$ cat config.mk
export PLATFORM = sky130hd
export DESIGN_NAME = rv32_pc_controller_flat
export DESIGN_NICKNAME = d
export VERILOG_FILES = /design/src/rtl/rv32_pc_controller_if.sv /design/src/rtl/rv32_pc_controller.sv /design/src/flat_wrapper.sv
export SDC_FILE = /design/constraint.sdc
export NUM_CORES = 1
export LEC_CHECK = 0
export ABC_CLOCK_PERIOD_IN_PS = 1700
export BUFFER_PORTS_ARGS = -buffer_cell sky130_fd_sc_hd__buf_2
export CORE_MARGIN = 4
export CORE_UTILIZATION = 25
export DETAILED_ROUTE_END_ITERATION = 8
export GPL_TIMING_DRIVEN = 1
export SLEW_MARGIN = 10
export SYNTH_ARGS = -nofsm -noshare
export SYNTH_HDL_FRONTEND = slang
export SYNTH_SLANG_ARGS = --single-unit
$ cat constraint.sdc
create_clock -name Clk -period 1.7 [get_ports Clk]
set_input_delay 0.255 -clock Clk [delete_from_list [all_inputs] [get_ports Clk]]
set_output_delay 0.255 -clock Clk [all_outputs]
set_load 0.02 [all_outputs]
$ cat src/rtl/rv32_pc_controller_if.sv
// PC controller bus: next-PC request from the datapath and the registered PC view back to it.
interface rv32_pc_controller_if #(
    parameter int unsigned DWIDTH = 32
);
    logic [DWIDTH-1:0] PCin;
    logic              Stall;
    logic [DWIDTH-1:0] PC;
    logic [DWIDTH-1:0] PCPlus4;
    logic [DWIDTH-1:0] PCPrev;
    logic              Misalign;

    modport master (
        output PCin, Stall,
        input  PC, PCPlus4, PCPrev, Misalign
    );

    modport slave (
        input  PCin, Stall,
        output PC, PCPlus4, PCPrev, Misalign
    );
endinterface

$ cat src/rtl/rv32_pc_controller.sv
// RV32 program counter register with previous-PC tracking and PC+4 adder.
// Define PC_MISALIGN_TRAP_EN to redirect misaligned next-PC values to TRAP_VECTOR.
module rv32_pc_controller #(
    parameter int unsigned       DWIDTH       = 32,
    parameter logic [DWIDTH-1:0] RESET_VECTOR = 32'h0000_0000,
    parameter logic [DWIDTH-1:0] TRAP_VECTOR  = 32'h0000_0010
) (
    input logic                 Clk,
    input logic                 N_Rst,
    rv32_pc_controller_if.slave bus
);

    logic [DWIDTH-1:0] pc_q;
    logic [DWIDTH-1:0] pc_d;
    logic [DWIDTH-1:0] pc_prev_q;
    logic              misalign_d;

    always_comb begin
        pc_d       = bus.PCin;
        misalign_d = 1'b0;
`ifdef PC_MISALIGN_TRAP_EN
        if (bus.PCin[1:0] != 2'b00) begin
            pc_d       = TRAP_VECTOR;
            misalign_d = 1'b1;
        end
`endif
    end

    // N_Rst is active-high despite its name.
    always_ff @(posedge Clk) begin
        if (N_Rst) begin
            pc_q      <= RESET_VECTOR;
            pc_prev_q <= RESET_VECTOR;
        end else if (!bus.Stall) begin
            pc_q      <= pc_d;
            pc_prev_q <= pc_q;
        end
    end

`ifdef PC_MISALIGN_TRAP_EN
    logic misalign_q;

    // One-cycle pulse: cleared on any edge that is not a trapping update.
    always_ff @(posedge Clk) begin
        if (N_Rst || bus.Stall) begin
            misalign_q <= 1'b0;
        end else begin
            misalign_q <= misalign_d;
        end
    end

    assign bus.Misalign = misalign_q;
`else
    logic unused_trap;
    assign unused_trap  = ^{TRAP_VECTOR, misalign_d};
    assign bus.Misalign = 1'b0;
`endif

    assign bus.PC      = pc_q;
    assign bus.PCPrev  = pc_prev_q;
    assign bus.PCPlus4 = pc_q + {{(DWIDTH-3){1'b0}}, 3'd4};

endmodule

$ cat src/flat_wrapper.sv
// flat-port wrapper written by rule: the top's interface ports become plain ports
module rv32_pc_controller_flat 
#(
    parameter int unsigned       DWIDTH       = 32,
    parameter logic [DWIDTH-1:0] RESET_VECTOR = 32'h0000_0000,
    parameter logic [DWIDTH-1:0] TRAP_VECTOR  = 32'h0000_0010
)
  (Clk, N_Rst, bus_PCin, bus_Stall, bus_PC, bus_PCPlus4, bus_PCPrev, bus_Misalign);
  rv32_pc_controller_if #(.DWIDTH(DWIDTH)) bus_i ();
  input logic Clk;
  input logic N_Rst;
  input wire logic [$bits(bus_i.PCin)-1:0] bus_PCin;
  input wire logic [$bits(bus_i.Stall)-1:0] bus_Stall;
  output wire logic [$bits(bus_i.PC)-1:0] bus_PC;
  output wire logic [$bits(bus_i.PCPlus4)-1:0] bus_PCPlus4;
  output wire logic [$bits(bus_i.PCPrev)-1:0] bus_PCPrev;
  output wire logic [$bits(bus_i.Misalign)-1:0] bus_Misalign;
  assign bus_i.PCin = bus_PCin;
  assign bus_i.Stall = bus_Stall;
  assign bus_PC = bus_i.PC;
  assign bus_PCPlus4 = bus_i.PCPlus4;
  assign bus_PCPrev = bus_i.PCPrev;
  assign bus_Misalign = bus_i.Misalign;
  rv32_pc_controller #(.DWIDTH(DWIDTH), .RESET_VECTOR(RESET_VECTOR), .TRAP_VECTOR(TRAP_VECTOR)) u_core (.Clk(Clk), .N_Rst(N_Rst), .bus(bus_i));
endmodule
==> Word level (Yosys, flattened, before mapping) <==
Cells that the tools add are included.
{ "word_totals": {"regBits": 64, "inputBits": 35, "out_inout_bits": 97, "wordCells": 3} }
{ "op_classes": {"n_addsub": 1} }
{ "op_table": {"columns": ["cell", "n"], "rows": [
  ["adder 32 x 3 -> 32 bit (second input constant)", 1]
]} }

==> Logic depth before layout (Yosys ltp) <==
{ "depth": {"word_depth": 1, "ltp_mapped": 6, "depth_no_buf": 5} }

==> Worst setup path after synthesis <==
No wires, ideal clock.
{ "synth_timing": {"path_type": "register -> output", "from": "register u_core.pc_q[2], in the netlist u_core.bus.PC[2]", "to": "output port bus_PCPlus4[30]", "t_arrival_ns": 1.919, "t_required_ns": 1.445, "setup_slack_ns": -0.474, "path_stages_with_launch": 7, "path_cell_list": "dfxtp_1 > ha_1 > nand3_2 > or2_2 > buf_2 > nor4_1 > xor2_1"} }
{ "synth_between": {"elab_chain_cells": 1} }
{ "synth_rtl": {"columns": ["item", "line", "text"], "rows": [
  ["from (decl)", "rv32_pc_controller.sv:13", "logic [DWIDTH-1:0] pc_q;"],
  ["from (signal assigned)", "rv32_pc_controller.sv:35", "pc_q <= pc_d;"],
  ["adder 32 x 3 -> 32 bit", "rv32_pc_controller.sv:61", "assign bus.PCPlus4 = pc_q + {{(DWIDTH-3){1'b0}}, 3'd4};"],
  ["to (decl)", "flat_wrapper.sv:15", "output wire logic [$bits(bus_i.PCPlus4)-1:0] bus_PCPlus4;"]
]} }
No other way between the ends.

==> Worst setup path in the final report <==
{ "layout_timing": {"from": "register u_core.pc_q[12], in the netlist u_core.bus.PC[12]", "to": "output port bus_PCPlus4[30]"} }
Same word-level chain as after synthesis.

==> results.toml <==
[floorplan]
core-area_um2 = 11500
std_cell_rows = 39
die-height_um = 116
die_area_um2 = 13600
start_util = 0.256
chipWidth_um = 116
pin_count = 132

[timing]
fin_crit_ns = 2.09
worst_slack_ns = -0.393
timing.fmax_mhz = 478
slew_violations = 0
rsz0062_at_grt = "true"
skew_ns = 0.00414
fin_crit_sh = 1.23
setup_tns_ns = -7.05
hold_violations = 0
setup_viol = 25

[finish]
layout_commonest_cell = "buf_2"
drive_gt1_frac = 0.573
synthToLayoutAreaGrowth_pct = 72.8
fill_cells = 1098
utilization = 0.443
final_cell_area_um2 = 5080
antennaDiodeCount = 0
final_cell_mix = "buf_2, mux2i_1, nor2_1, buf_4, dfxtp_1"
fin_cells = 628
nets = 516

[worst_hold_path]
min_delay_worst_endpoint = "u_core.bus.PC[6]"
hold_class = "in -> reg"
holdCritStartpoint = "bus_PCin[6]"
whs_path_depth = 3

[yosys]
yosys-top-cells-area = "dfxtp_1, mux2i_1, nor2_1, xor2_1, nor4_2"
synth_nets = 338
synthCells = 302
seq_area_frac_synth = 0.436
syn_area_per_cell_um2 = 9.74
synth_area_leader_cell = "dfxtp_1"
synth_top_area_frac = 0.436
netlist_area_um2 = 2940
synth_cell_types = 27
synth_warnings = 0
ys_ff_latch = 64

[outcome]
violations = "negative setup slack"
status = "finished with violations"

[route]
drc_errors = 0
postRouteAntennaNets = 0
wirelength_mm = 8.81
drt-pass1-iter-count = 4
wire_per_inst_um = 14.0
drt_iter0_drc = 52
vias = 2724
routed_via_density = 4.34

[placed_design]
io_buffers = 130
dp_hpwl_mm = 6.26
place_area_um2 = 4380
dp.cells = 599
gp_congestion = 0.723

[cts]
h-tree-depth = 3
tritoncts = "done"
cts_made_buffers = 9
insertion_delay_ns = 0.32
cts_num_sinks = 64
cts_hold_buffers = 0
cts.clk_slew.worst_paths_ns = 0.05
root_buffer = "clkbuf_16"
clk_path_buf_depth = 2

[power]
power_mw = 4.07
p_leak_nw = 2.62
pwr_density_cell_nw_per_um2 = 800
vdd_drop_max_uv = 626

[worst_setup_path]
critPathKind = "reg -> out"
cpLargestDelayFamily = "simple AND/OR/NAND/NOR gates"
critPathBufInv = 2
crit_chain = "and4_4 -> nand3_4 -> buf_12 -> nor4_4 -> xor2_2 -> buf_6"
cp.arrival_ns = 1.84
cp_slowest_cell = "dfxtp_4"
critPathLaunchType = "register"
crit_fanout = 15
required_ns = 1.44
worstReg2RegEnd = "u_core.bus.PC[16]"
r2r_start = "u_core.bus.PC[16]"
cp_slowest_stage_delay_ns = 0.34
end_kind = "output pin"
rrSetupSlack_ns = 0.78
rr_worst_depth = 4

[global_routing]
grt_max_degree = 65
grt_pass1_wl_mm = 14.3
grt_pass1_vias = 2838
track_usage = 0.137
grt_overflow = 0
antenna_found_initial = 1

[flow_run]
drv_cap = 0
-- kinds of logic (layout without fill, tap and decap cells) --
| kind of cell | count (synthesis) | in the layout | synth area share |
|---|---|---|---|
| buffers and inverters | 28 | 209 | 0.0502 |
| adder cells (fa/ha/maj) | 1 | 1 | 0.00425 |
| AND/OR/NAND/NOR | 116 | 118 | 0.207 |
| multiplexers | 64 | 64 | 0.218 |
| other | 1 | 1 | 0.00128 |
| XOR/XNOR | 28 | 28 | 0.0834 |
| flip-flops | 64 | 64 | 0.436 |
-- worst max path at each step --
| stage | from | endpoint | slack [ns] | cells after the start |
|---|---|---|---|---|
| after global routing | u_core.bus.PC[12] | bus_PCPlus4[30] | -0.49 | 6 |
| after CTS | u_core.bus.PC[16] | bus_PCPlus4[26] | -0.45 | 5 |
| after floorplan | u_core.bus.PC[3] | bus_PCPlus4[28] | -0.14 | 6 |
| after global placement | u_core.bus.PC[17] | bus_PCPlus4[31] | -0.12 | 5 |
| final | u_core.bus.PC[12] | bus_PCPlus4[30] | -0.39 | 6 |
| after detailed placement | u_core.bus.PC[16] | bus_PCPlus4[30] | -0.15 | 5 |
-- through the flow --
step	setup WS, ns	hold WS (ns)
after floorplan	-0.139	0.398
after global placement	-0.120	0.470
after detailed placement	-0.145	0.482
after CTS	-0.455	0.136
after global routing	-0.489	0.166
final	-0.393	0.161
-- layer usage --
metal / GRT usage / wire length (um) / vias to the layer above
li1: - / - / 1358
met1: 0.168 / 3760 / 1275
met2: 0.223 / 4300 / 77
met3: 0.0508 / 624 / 12
met4: 0.0464 / 113 / 2
met5: 0 / 13 / -
-- state kept, by name, indices dropped and copies added (netlist names) --
register / count
u_core.bus.PCPrev: 32
u_core.bus.PC: 32
-- worst min-delay path, stage by stage --
cell     delay (ns)
buf_2          0.07
mux2i_1        0.05
nor2_1         0.07
-- cells in the mapped netlist --
cell	n
and2_1	1
and4_1	3
and4_4	1
buf_2	7
buf_4	3
buf_6	3
clkbuf_1	9
conb_1	1
dfxtp_1	64
ha_1	1
inv_1	6
mux2i_1	64
nand2_1	8
nand2b_1	1
nand3_1	9
nand3_2	2
nand3_4	1
nand4_1	2
nor2_1	69
nor2b_1	1
nor3_1	4
nor4_1	3
nor4_2	9
or2_2	1
or3_4	1
xnor2_1	10
xor2_1	18
-- repair_timing --
action / in CTS / in global routing
buffers inserted: 4 / 9
hold endpoints to repair: 0 / 0
endpoints found under the setup margin: 24 / 27
pin swaps: 25 / 20
gates resized for setup: 61 / 23
cloned: 2 / 0
-- power breakdown --
| part | leakage (nW) | total [mW] | switching (mW) | internal [mW] |
|---|---|---|---|---|
| clock network | 0.137 | 1.72 | 0.616 | 1.11 |
| registers | 0.536 | 1.61 | 0.0464 | 1.57 |
| logic | 1.95 | 0.726 | 0.405 | 0.321 |
| total | 2.62 | 4.07 | 1.07 | 3.00 |
-- area by class of cell --
type,count,area [um2],area share
tap,143,179,0.0352
clock buffer,16,282,0.0554
sequential,64,1340,0.265
multi-input combinational,212,1950,0.383
timing repair buffer,187,1310,0.257
inverter,6,22.5,0.00443
(Power assumes the default switching activity.)
